===== src/rtl/clk_ratio_monitor_if.sv =====
// ============================================================================
// clk_ratio_monitor_if
// ----------------------------------------------------------------------------
// Bundles the run-control inputs and the status outputs of clk_ratio_monitor.
// Clock and reset stay plain ports on the monitor itself.
//
// Signals:
//   enable          run control (master -> monitor)
//   ppu_toggle      level that inverts on every clk_ppu rising edge
//                   (asynchronous to the monitor clock)
//   err_clear       clears the sticky fault flag
//   measured        transition count of the last evaluated window
//   measured_valid  one-cycle pulse when measured updates
//   freq_ok         lock indicator
//   err_sticky      set when a locked state is lost
//
// Modports:
//   master  drives the controls, observes the status (status/debug side)
//   slave   the monitor itself
// ============================================================================
interface clk_ratio_monitor_if #(
    parameter int CNT_W = 12
);
    logic             enable;
    logic             ppu_toggle;
    logic             err_clear;
    logic [CNT_W-1:0] measured;
    logic             measured_valid;
    logic             freq_ok;
    logic             err_sticky;

    modport master (
        output enable,
        output ppu_toggle,
        output err_clear,
        input  measured,
        input  measured_valid,
        input  freq_ok,
        input  err_sticky
    );

    modport slave (
        input  enable,
        input  ppu_toggle,
        input  err_clear,
        output measured,
        output measured_valid,
        output freq_ok,
        output err_sticky
    );
endinterface


===== src/rtl/clk_ratio_monitor.sv =====
// ============================================================================
// clk_ratio_monitor
// ----------------------------------------------------------------------------
// Checks the PPU clock against the HDMI pixel clock. A toggle level from the
// clk_ppu domain is synchronised into clk_hdmi, its transitions are counted
// over a fixed window of clk_hdmi cycles, and each window count is compared
// against the nominal count. Enough consecutive good windows declare lock;
// a bad window while locked drops lock and raises a sticky fault.
//
// Ports:
//   clk_hdmi    in   the only clock
//   rst_hdmi_n  in   asynchronous active-low reset
//   mon         slave modport of clk_ratio_monitor_if
//                 (enable, ppu_toggle, err_clear in;
//                  measured, measured_valid, freq_ok, err_sticky out)
//
// Parameters:
//   WINDOW_CYCLES   clk_hdmi cycles per measurement window
//   EXPECTED_COUNT  nominal toggle transitions per window
//   TOLERANCE       allowed absolute deviation from EXPECTED_COUNT
//   GOOD_WINDOWS    consecutive good windows needed to declare lock
//   CNT_W           width of the edge and window counters
// ============================================================================
module clk_ratio_monitor #(
    parameter int WINDOW_CYCLES  = 1716,
    parameter int EXPECTED_COUNT = 341,
    parameter int TOLERANCE      = 2,
    parameter int GOOD_WINDOWS   = 4,
    parameter int CNT_W          = 12
) (
    input  logic                 clk_hdmi,
    input  logic                 rst_hdmi_n,
    clk_ratio_monitor_if.slave   mon
);

    localparam int CW1    = CNT_W + 1;
    localparam int GOOD_W = $clog2(GOOD_WINDOWS + 1);

    localparam logic [CNT_W-1:0]  WIN_LAST  = CNT_W'(WINDOW_CYCLES - 1);
    localparam logic [CNT_W:0]    EXP_V     = CW1'(EXPECTED_COUNT);
    localparam logic [CNT_W:0]    TOL_V     = CW1'(TOLERANCE);
    localparam logic [GOOD_W-1:0] GOOD_LAST = GOOD_W'(GOOD_WINDOWS - 1);

    localparam logic [1:0] ST_IDLE    = 2'd0;
    localparam logic [1:0] ST_DISCARD = 2'd1;
    localparam logic [1:0] ST_ACQUIRE = 2'd2;
    localparam logic [1:0] ST_LOCKED  = 2'd3;

    // ------------------------------------------------------------------------
    // Synchroniser: bit 0 = s1, bit 1 = s2, bit 2 = s3 (history).
    // ------------------------------------------------------------------------
    logic [2:0] sync_reg;

    always_ff @(posedge clk_hdmi or negedge rst_hdmi_n) begin
        if (!rst_hdmi_n) begin
            sync_reg <= 3'b000;
        end else begin
            sync_reg <= {sync_reg[1:0], mon.ppu_toggle};
        end
    end

    logic edge_det;
    assign edge_det = sync_reg[1] ^ sync_reg[2];

    // ------------------------------------------------------------------------
    // State
    // ------------------------------------------------------------------------
    logic [1:0]        state_reg,      state_next;
    logic [CNT_W-1:0]  edge_cnt_reg,   edge_cnt_next;
    logic [CNT_W-1:0]  win_cnt_reg,    win_cnt_next;
    logic [GOOD_W-1:0] good_cnt_reg,   good_cnt_next;
    logic [CNT_W-1:0]  measured_reg,   measured_next;
    logic              valid_reg,      valid_next;
    logic              freq_ok_reg,    freq_ok_next;
    logic              err_sticky_reg, err_sticky_next;
    logic              err_set;

    // ------------------------------------------------------------------------
    // Window arithmetic
    // ------------------------------------------------------------------------
    logic             win_end;
    logic [CNT_W-1:0] edge_cnt_inc;
    logic [CNT_W:0]   meas_ext;
    logic [CNT_W:0]   deviation;
    logic             window_good;

    assign win_end = (win_cnt_reg == WIN_LAST);

    // Saturating edge_cnt + edge. At the window end this is also the window
    // total, so an edge seen in the terminal cycle belongs to the closing
    // window.
    assign edge_cnt_inc = (edge_det && (edge_cnt_reg != {CNT_W{1'b1}}))
                        ? edge_cnt_reg + 1'b1
                        : edge_cnt_reg;

    // One extra bit and an ordered subtraction keep the absolute deviation
    // free of wrap-around.
    assign meas_ext    = {1'b0, edge_cnt_inc};
    assign deviation   = (meas_ext >= EXP_V) ? (meas_ext - EXP_V) : (EXP_V - meas_ext);
    assign window_good = (deviation <= TOL_V);

    // ------------------------------------------------------------------------
    // Next-state logic
    // ------------------------------------------------------------------------
    always_comb begin
        state_next    = state_reg;
        edge_cnt_next = edge_cnt_reg;
        win_cnt_next  = win_cnt_reg;
        good_cnt_next = good_cnt_reg;
        measured_next = measured_reg;
        valid_next    = 1'b0;
        freq_ok_next  = freq_ok_reg;
        err_set       = 1'b0;

        // Counting runs in every active state, DISCARD included.
        if (state_reg != ST_IDLE) begin
            if (win_end) begin
                edge_cnt_next = '0;
                win_cnt_next  = '0;
            end else begin
                edge_cnt_next = edge_cnt_inc;
                win_cnt_next  = win_cnt_reg + 1'b1;
            end
        end

        case (state_reg)
            ST_IDLE: begin
                edge_cnt_next = '0;
                win_cnt_next  = '0;
                good_cnt_next = '0;
                freq_ok_next  = 1'b0;
                if (mon.enable) begin
                    state_next = ST_DISCARD;
                end
            end

            // First window only flushes stale synchroniser history and
            // startup transients; its result is thrown away.
            ST_DISCARD: begin
                if (win_end) begin
                    state_next    = ST_ACQUIRE;
                    good_cnt_next = '0;
                end
            end

            ST_ACQUIRE: begin
                if (win_end) begin
                    measured_next = edge_cnt_inc;
                    valid_next    = 1'b1;
                    if (window_good) begin
                        if (good_cnt_reg == GOOD_LAST) begin
                            state_next    = ST_LOCKED;
                            freq_ok_next  = 1'b1;
                            good_cnt_next = '0;
                        end else begin
                            good_cnt_next = good_cnt_reg + 1'b1;
                        end
                    end else begin
                        good_cnt_next = '0;
                    end
                end
            end

            ST_LOCKED: begin
                if (win_end) begin
                    measured_next = edge_cnt_inc;
                    valid_next    = 1'b1;
                    if (!window_good) begin
                        state_next    = ST_ACQUIRE;
                        freq_ok_next  = 1'b0;
                        good_cnt_next = '0;
                        err_set       = 1'b1;
                    end
                end
            end

            default: begin
                state_next = ST_IDLE;
            end
        endcase

        // Dropping enable abandons any window in progress; measured and
        // err_sticky keep their last values.
        if (!mon.enable) begin
            state_next    = ST_IDLE;
            edge_cnt_next = '0;
            win_cnt_next  = '0;
            good_cnt_next = '0;
            measured_next = measured_reg;
            valid_next    = 1'b0;
            freq_ok_next  = 1'b0;
            err_set       = 1'b0;
        end

        // A set in the same cycle as err_clear wins.
        err_sticky_next = err_set | (err_sticky_reg & ~mon.err_clear);
    end

    // ------------------------------------------------------------------------
    // Registers
    // ------------------------------------------------------------------------
    always_ff @(posedge clk_hdmi or negedge rst_hdmi_n) begin
        if (!rst_hdmi_n) begin
            state_reg      <= ST_IDLE;
            edge_cnt_reg   <= '0;
            win_cnt_reg    <= '0;
            good_cnt_reg   <= '0;
            measured_reg   <= '0;
            valid_reg      <= 1'b0;
            freq_ok_reg    <= 1'b0;
            err_sticky_reg <= 1'b0;
        end else begin
            state_reg      <= state_next;
            edge_cnt_reg   <= edge_cnt_next;
            win_cnt_reg    <= win_cnt_next;
            good_cnt_reg   <= good_cnt_next;
            measured_reg   <= measured_next;
            valid_reg      <= valid_next;
            freq_ok_reg    <= freq_ok_next;
            err_sticky_reg <= err_sticky_next;
        end
    end

    assign mon.measured       = measured_reg;
    assign mon.measured_valid = valid_reg;
    assign mon.freq_ok        = freq_ok_reg;
    assign mon.err_sticky     = err_sticky_reg;

endmodule


===== src/flat_wrapper.sv =====
// flat-port wrapper written by rule: the top's interface ports become plain ports
module clk_ratio_monitor_flat 
#(
    parameter int WINDOW_CYCLES  = 1716,
    parameter int EXPECTED_COUNT = 341,
    parameter int TOLERANCE      = 2,
    parameter int GOOD_WINDOWS   = 4,
    parameter int CNT_W          = 12
)
  (clk_hdmi, rst_hdmi_n, mon_enable, mon_ppu_toggle, mon_err_clear, mon_measured, mon_measured_valid, mon_freq_ok, mon_err_sticky);
  clk_ratio_monitor_if #(.CNT_W(CNT_W)) mon_i ();
  input  logic clk_hdmi;
  input  logic rst_hdmi_n;
  input wire logic [$bits(mon_i.enable)-1:0] mon_enable;
  input wire logic [$bits(mon_i.ppu_toggle)-1:0] mon_ppu_toggle;
  input wire logic [$bits(mon_i.err_clear)-1:0] mon_err_clear;
  output wire logic [$bits(mon_i.measured)-1:0] mon_measured;
  output wire logic [$bits(mon_i.measured_valid)-1:0] mon_measured_valid;
  output wire logic [$bits(mon_i.freq_ok)-1:0] mon_freq_ok;
  output wire logic [$bits(mon_i.err_sticky)-1:0] mon_err_sticky;
  assign mon_i.enable = mon_enable;
  assign mon_i.ppu_toggle = mon_ppu_toggle;
  assign mon_i.err_clear = mon_err_clear;
  assign mon_measured = mon_i.measured;
  assign mon_measured_valid = mon_i.measured_valid;
  assign mon_freq_ok = mon_i.freq_ok;
  assign mon_err_sticky = mon_i.err_sticky;
  clk_ratio_monitor #(.WINDOW_CYCLES(WINDOW_CYCLES), .EXPECTED_COUNT(EXPECTED_COUNT), .TOLERANCE(TOLERANCE), .GOOD_WINDOWS(GOOD_WINDOWS), .CNT_W(CNT_W)) u_core (.clk_hdmi(clk_hdmi), .rst_hdmi_n(rst_hdmi_n), .mon(mon_i));
endmodule

===== config.mk =====
export PLATFORM = sky130hd
export DESIGN_NAME = clk_ratio_monitor_flat
export DESIGN_NICKNAME = d
export VERILOG_FILES = /design/src/rtl/clk_ratio_monitor_if.sv /design/src/rtl/clk_ratio_monitor.sv /design/src/flat_wrapper.sv
export SDC_FILE = /design/constraint.sdc
export NUM_CORES = 1
export LEC_CHECK = 0
export CAP_MARGIN = 20
export CORE_MARGIN = 4
export CORE_UTILIZATION = 55
export CTS_CLUSTER_DIAMETER = 120
export DETAILED_ROUTE_END_ITERATION = 16
export GPL_TIMING_DRIVEN = 0
export PLACE_DENSITY = 0.8
export SYNTH_ARGS = -nofsm -noshare
export SYNTH_HDL_FRONTEND = slang
export SYNTH_SLANG_ARGS = --single-unit

===== constraint.sdc =====
create_clock -name clk_hdmi -period 3.8 [get_ports clk_hdmi]
set_input_delay 0.76 -clock clk_hdmi [delete_from_list [all_inputs] [get_ports clk_hdmi]]
set_output_delay 0.76 -clock clk_hdmi [all_outputs]
set_load 0.01 [all_outputs]

Yosys cells after proc, flatten, opt, wreduce, memory -nomap -nowiden
Index checks and enable logic that the tools add are counted.
- bits in registers: 47
- word-level logic and storage cells: 82
- output and inout port bits: 15
- add/subtract/negate cells: 5
- multiplexer cells: 40
- equal/unequal tests: 14
- magnitude comparators: 2
- reduce and logical (&&, ||, !) cells: 8
- bitwise operators: 4
- operators by type and width (operator ; count):
    $mux 12 ; 9
    $add 12x1->12 const B ; 2
    $mux 3 ; 7
    $ne 3x2->1 const B ; 5
    $mux 2 ; 7
    $le 13x2->1 const B ; 1
    $mux 1 ; 13
    $mux 13 ; 1
    $sub 12x9->13 const B ; 1
    $sub 9x12->13 const A ; 1
    $eq 12x11->1 const B ; 1
    $ge 12x9->1 const B ; 1
    $ne 12x12->1 const B ; 1
    $pmux 3 s4 ; 1
    $reduce_and 6->1 ; 2
    $pmux 2 s4 ; 1
    $eq 2x2->1 const B ; 2
    $ne 4x1->1 const B ; 1
    $reduce_and 4->1 ; 1
    $add 3x1->3 const B ; 1
    $eq 3x2->1 const B ; 1
    $ne 3x1->1 const B ; 1
    $ne 3x3->1 const B ; 1
    $pmux 1 s3 ; 1
    other kinds (10) ; 10

Logic depth before layout (Yosys ltp)
- word-level depth: 11
- depth in mapped cells: 14
- mapped depth without buffers: 13

Worst setup path after synthesis
No wires, ideal clock.
- path type: flip-flop to flip-flop
- start: register u_core.edge_cnt_reg[0]
- end: register u_core.err_sticky_reg (netlist: u_core.mon.err_sticky)
- arrival time: 3.034 ns
- clock period less this slack: 3.156 ns
- slack: 0.644 ns
- stages on the path, launching flop included: 14
- library setup time: 0.121 ns
- cells stage by stage: dfrtp_1 > ha_1 > nand3_1 > o31ai_2 > mux2i_1 > inv_1 > ha_1 > nand2b_1 > o21ai_0 > a31oi_1 > nor4_1 > o2bb2ai_2 > nand2_1 > a32o_1
- longest elaborated chain between the ends: 11
- elaborated cells on any way between the ends: 14
- those cells by class: add/sub: 3; order compare: 2; eq/ne: 1; mux: 6; bitwise: 1; reduce/logical: 1
- ends and longest elaborated chain (item ; line ; text):
    start, declared ; clk_ratio_monitor.sv:69 ; logic [CNT_W-1:0] edge_cnt_reg, edge_cnt_next;
    start signal, assigned ; clk_ratio_monitor.sv:214 ; edge_cnt_reg <= edge_cnt_next;
    branches (longest 2 deep; another with $add 12x1->12) ; -- ;
    $mux 12 * ; clk_ratio_monitor.sv:93 ; ? edge_cnt_reg + 1'b1
    $sub 9x12->13 (tied with other cells) ; clk_ratio_monitor.sv:99 ; assign deviation = (meas_ext >= EXP_V) ? (meas_ext - EXP_V) : (EXP_V - meas_ext);
    $mux 13 * ; clk_ratio_monitor.sv:99 ;
    $le 13x2->1 * ; clk_ratio_monitor.sv:100 ; assign window_good = (deviation <= TOL_V);
    $mux 1 * ; clk_ratio_monitor.sv:168 ; if (!window_good) begin
    $mux 1 * ; clk_ratio_monitor.sv:165 ; if (win_end) begin
    $mux 1 * ; clk_ratio_monitor.sv:126 ; case (state_reg)
    $mux 1 * ; clk_ratio_monitor.sv:184 ; if (!mon.enable) begin
    $or 1x1->1 * ; clk_ratio_monitor.sv:196 ; err_sticky_next = err_set | (err_sticky_reg & ~mon.err_clear);
    via u_core.err_sticky_next ; clk_ratio_monitor.sv:75 ; logic err_sticky_reg, err_sticky_next;
    end signal, assigned ; clk_ratio_monitor.sv:220 ; err_sticky_reg <= err_sticky_next;
    end, declared ; clk_ratio_monitor.sv:75 ;
Mark *: on every way through the listed nets, which the timed path passes.
A chain may end at the register's enable or synchronous reset.

Worst setup path in the final report
- start: register u_core.edge_cnt_reg[0]
- end: register u_core.good_cnt_reg[0]
- longest elaborated chain between the ends: 10
- elaborated cells on any way between the ends: 15
- those cells by class: add/sub: 3; order compare: 2; eq/ne: 2; mux: 6; reduce/logical: 2
- ends and longest elaborated chain (item ; line ; text):
    branches (longest 2 deep; another with $add 12x1->12) ; -- ;
    $mux 12 * ; clk_ratio_monitor.sv:93 ;
    $sub 9x12->13 (tied with other cells) ; clk_ratio_monitor.sv:99 ;
    $mux 13 * ; clk_ratio_monitor.sv:99 ;
    $le 13x2->1 * ; clk_ratio_monitor.sv:100 ;
    $mux 3 ; clk_ratio_monitor.sv:150 ; if (window_good) begin
    $mux 3 ; clk_ratio_monitor.sv:147 ; if (win_end) begin
    $pmux 3 s4 ; clk_ratio_monitor.sv:126 ;
    $mux 3 ; clk_ratio_monitor.sv:184 ;
    end signal, assigned ; clk_ratio_monitor.sv:216 ; good_cnt_reg <= good_cnt_next;
    end, declared ; clk_ratio_monitor.sv:71 ; logic [GOOD_W-1:0] good_cnt_reg, good_cnt_next;
Mark *: on every way between the ends. The select of a mux whose other input is x is not followed.

==> reports/results.tsv <==
stage	metric	value	unit
cts	CTS HTree Levels	2	
sta	Max Fclk	281	MHz
hold_path	Hold Crit Depth	0	
floorplan	die area	6260	um^2
logic_synthesis	fraction of registers with async set/reset	100	%
worst_setup_path	WP data arrival	3.73	ns
sta	final worst setup slack	0.245	ns
floorplan	row cnt	25	
flow_run	Max Cap Viol	0	
logic_synthesis	count of flip-flops with a built-in enable after synthesis	0	
sta	Slew headroom	34.4	%
sta	final critical-path required period	3.55	ns
global_routing	initial antenna violation count	0	
pwr	power density cells	279	nW/um^2
global_routing	grt ovf	0	
hold_path	hold endpoint	u_core.sync_reg[1]	
logic_synthesis	Unique masters post-synth	58	
floorplan	initial core utilization	57.7	%
detailed_routing	final WL	6290	um
cts	Worst-Skew Late Latency	0.30	ns
detailed_routing	routed len/inst	15.5	um
cts	hold_buf cts	0	
sta	final hold slack	0.347	ns
detailed_routing	# DRC	0	
detailed_routing	First-pass DRT Iterations	4	
logic_synthesis	synth top area cells	dfrtp_1 42%, nand2_1 4.9%, nor2_1 4.9%	
cts	CTS Sinks	47	
worst_setup_path	Crit Path Category	flop to flop	
worst_setup_path	CP endpoint kind	flop	
global_routing	vias in the first global route	2314	
floorplan	die height	79.1	um
sta	Slew @ Worst Pin	0.976	ns
status	outcome	finished clean	
logic_synthesis	Synth Instances	308	
global_routing	pin count of the biggest net entering global routing	32	
finish	Nets	348	
logic_synthesis	synthesized area	2780	um^2
logic_synthesis	Seq/Total Area, Yosys	42.3	%
worst_setup_path	flop2flop setup slack	0.25	ns
hold_path	min-delay worst type	flop to flop	
logic_synthesis	synthesized net count	319	
logic_synthesis	Post-synth top cells	47 x dfrtp_1, 36 x nand2_1, 36 x nor2_1	
worst_setup_path	Worst Setup Start Kind	flop	
cts	Longest Clk Path Bufs	2	
placement	RePlAce Congestion	0.919	
logic_synthesis	Synth Warn #	0	
worst_setup_path	worst flop-to-flop path startpoint	u_core.edge_cnt_reg[0]	
cts	Worst-path clk slew	0.08	ns
floorplan	Core Region	4820	um^2
sta	Final Hold Vio Count	0	
finish	final core utilization	67.1	%
logic_synthesis	area leader, netlist	dfrtp_1	
sta	Final Max Tran Viols	0	
sta	Setup Skew	0.00590	ns
placement	port buffer count	19	
pwr	VDD IR-drop max	0.184	mV
global_routing	first-pass GRT wire length	10800	um
worst_setup_path	FF-to-FF End	u_core.good_cnt_reg[0]	
worst_setup_path	WP data required	3.98	ns
cts	cts bufs inserted	5	
finish	# fillers	400	
floorplan	I/O Pins	20	
sta	Final Cycle Share	93.5	%
worst_setup_path	Reg2Reg Depth	14	
detailed_routing	ANT nets after route	0	
hold_path	Hold Startpoint	u_core.sync_reg[0]	
logic_synthesis	top cell type's share of synthesized area	42.3	%
placement	Setup WS pre-CTS	0.0552	ns
logic_synthesis	count leader, synth	dfrtp_1	
logic_synthesis	Mean Syn Cell Area	9.03	um^2
pwr	leakage	1.33	nW
global_routing	gr usage total	21.7	%
worst_setup_path	crit path max fanout	7	
finish	area delta synth->final	16.2	%
sta	final setup vio count	0	
logic_synthesis	Synth Flop Type	dfrtp_1	
detailed_routing	Vias	2402	
placement	HPWL after DPL	4650	um
pwr	Pwr Total	903	uW
cts	root buffer cell	clkbuf_8	
finish	share of post-route cells with drive strength above 1	9.76	%
detailed_routing	initial drt markers	185	
logic_synthesis	synthesis-stage register bit count	47	
detailed_routing	vias per std cell	5.93	
floorplan	die width	79.1	um
placement	cell count after placement	395	
finish	n_diodes	0	
cts	CTS tree	built	
finish	Non-Filler Instances	405	
## what timing repair did
item,CTS,global route
endpoints found under the setup margin,0,6
resized for setup,0,6
setup buffers,0,2
## per-stage QoR
stage	cell area (um^2)	setup TNS [ns]
global placement	3050	0
floorplan	2780	0
detailed placement	3070	0
finish	3230	0
CTS	3170	0
global route	3230	-0.0523
## where the power goes
group          switching [mW]  leakage [nW]  internal, mW
Clock                   0.162        0.0515         0.166
Combinational          0.0436         0.629        0.0236
Sequential            0.00417         0.646         0.504
## routing by layer
layer	vias to the layer above	routed length, um	track usage, %	part of all wire, %
li1	1159	-	-	-
met1	1157	2720	28.1	43
met2	74	3150	36.9	50
met3	12	294	3.97	4.7
met4	0	129	6.87	2.1
met5	-	0	0	0
## cell usage in the layout, fill, tap and decap left out, types with 3 or more instances in the layout
master            n
nand4_1           5
o21ai_0          20
a31oi_1           3
clkbuf_8          7
buf_4             3
nand2_1          36
mux2i_1           6
nor4_1           10
xnor2_1          12
ha_1              6
nand3_1          19
and3_1            6
nor2_1           36
clkdlybuf4s50_1  18
clkbuf_1          9
a21oi_1           6
o21ai_1           3
buf_2             4
dfrtp_1          47
xor2_1            6
nor2b_1           5
nor3_1            8
nand2b_1          3
inv_1             9
## how the worst max path moves through the flow
stage,startpoint,end,slack (ns),cells after the start
after floorplan,u_core.edge_cnt_reg[0],u_core.mon.err_sticky,0.64,13
after global placement,u_core.edge_cnt_reg[0],u_core.mon.err_sticky,0.15,12
after detailed placement,u_core.edge_cnt_reg[0],u_core.mon.err_sticky,0.06,12
after CTS,u_core.edge_cnt_reg[0],u_core.mon.freq_ok,0.03,12
after global routing,u_core.edge_cnt_reg[0],u_core.good_cnt_reg[0],-0.02,13
final,u_core.edge_cnt_reg[0],u_core.good_cnt_reg[0],0.25,14
## critical path: stages, from the launching register on
cell and delay [ns]:
dfrtp_1 0.47, ha_1 0.25, nand3_1 0.20, o31ai_4 0.37, mux2i_4 0.41, inv_1 0.08, ha_1 0.22, nand2b_1 0.16
nor3_1 0.25, nor4_1 0.10, nor4_1 0.36, a211oi_2 0.06, buf_4 0.17, a31oi_1 0.21, mux2i_1 0.11
## cell type report
class,instances,area (um^2),share of cell area (%)
inverter,9,33.8,1.05
multi-input combinational,240,1570,48.4
clock buffer,8,100,3.10
timing repair buffer,22,220,6.81
buffer,12,52.6,1.63
sequential,47,1180,36.4
tap,67,83.8,2.59
## logic make-up (layout without fill, tap and decap cells)
kind of cell / Yosys count / in the layout / synth area share [%]
simple gates: 145 / 145 / 26.2
xor+xnor: 21 / 21 / 7.16
flops: 47 / 47 / 42.3
buf+inv: 21 / 51 / 3.11
mux: 10 / 10 / 3.74
compound gates: 58 / 58 / 14.8
fa+ha+maj: 6 / 6 / 2.70
Note: power is estimated with default switching activity, not from simulation.
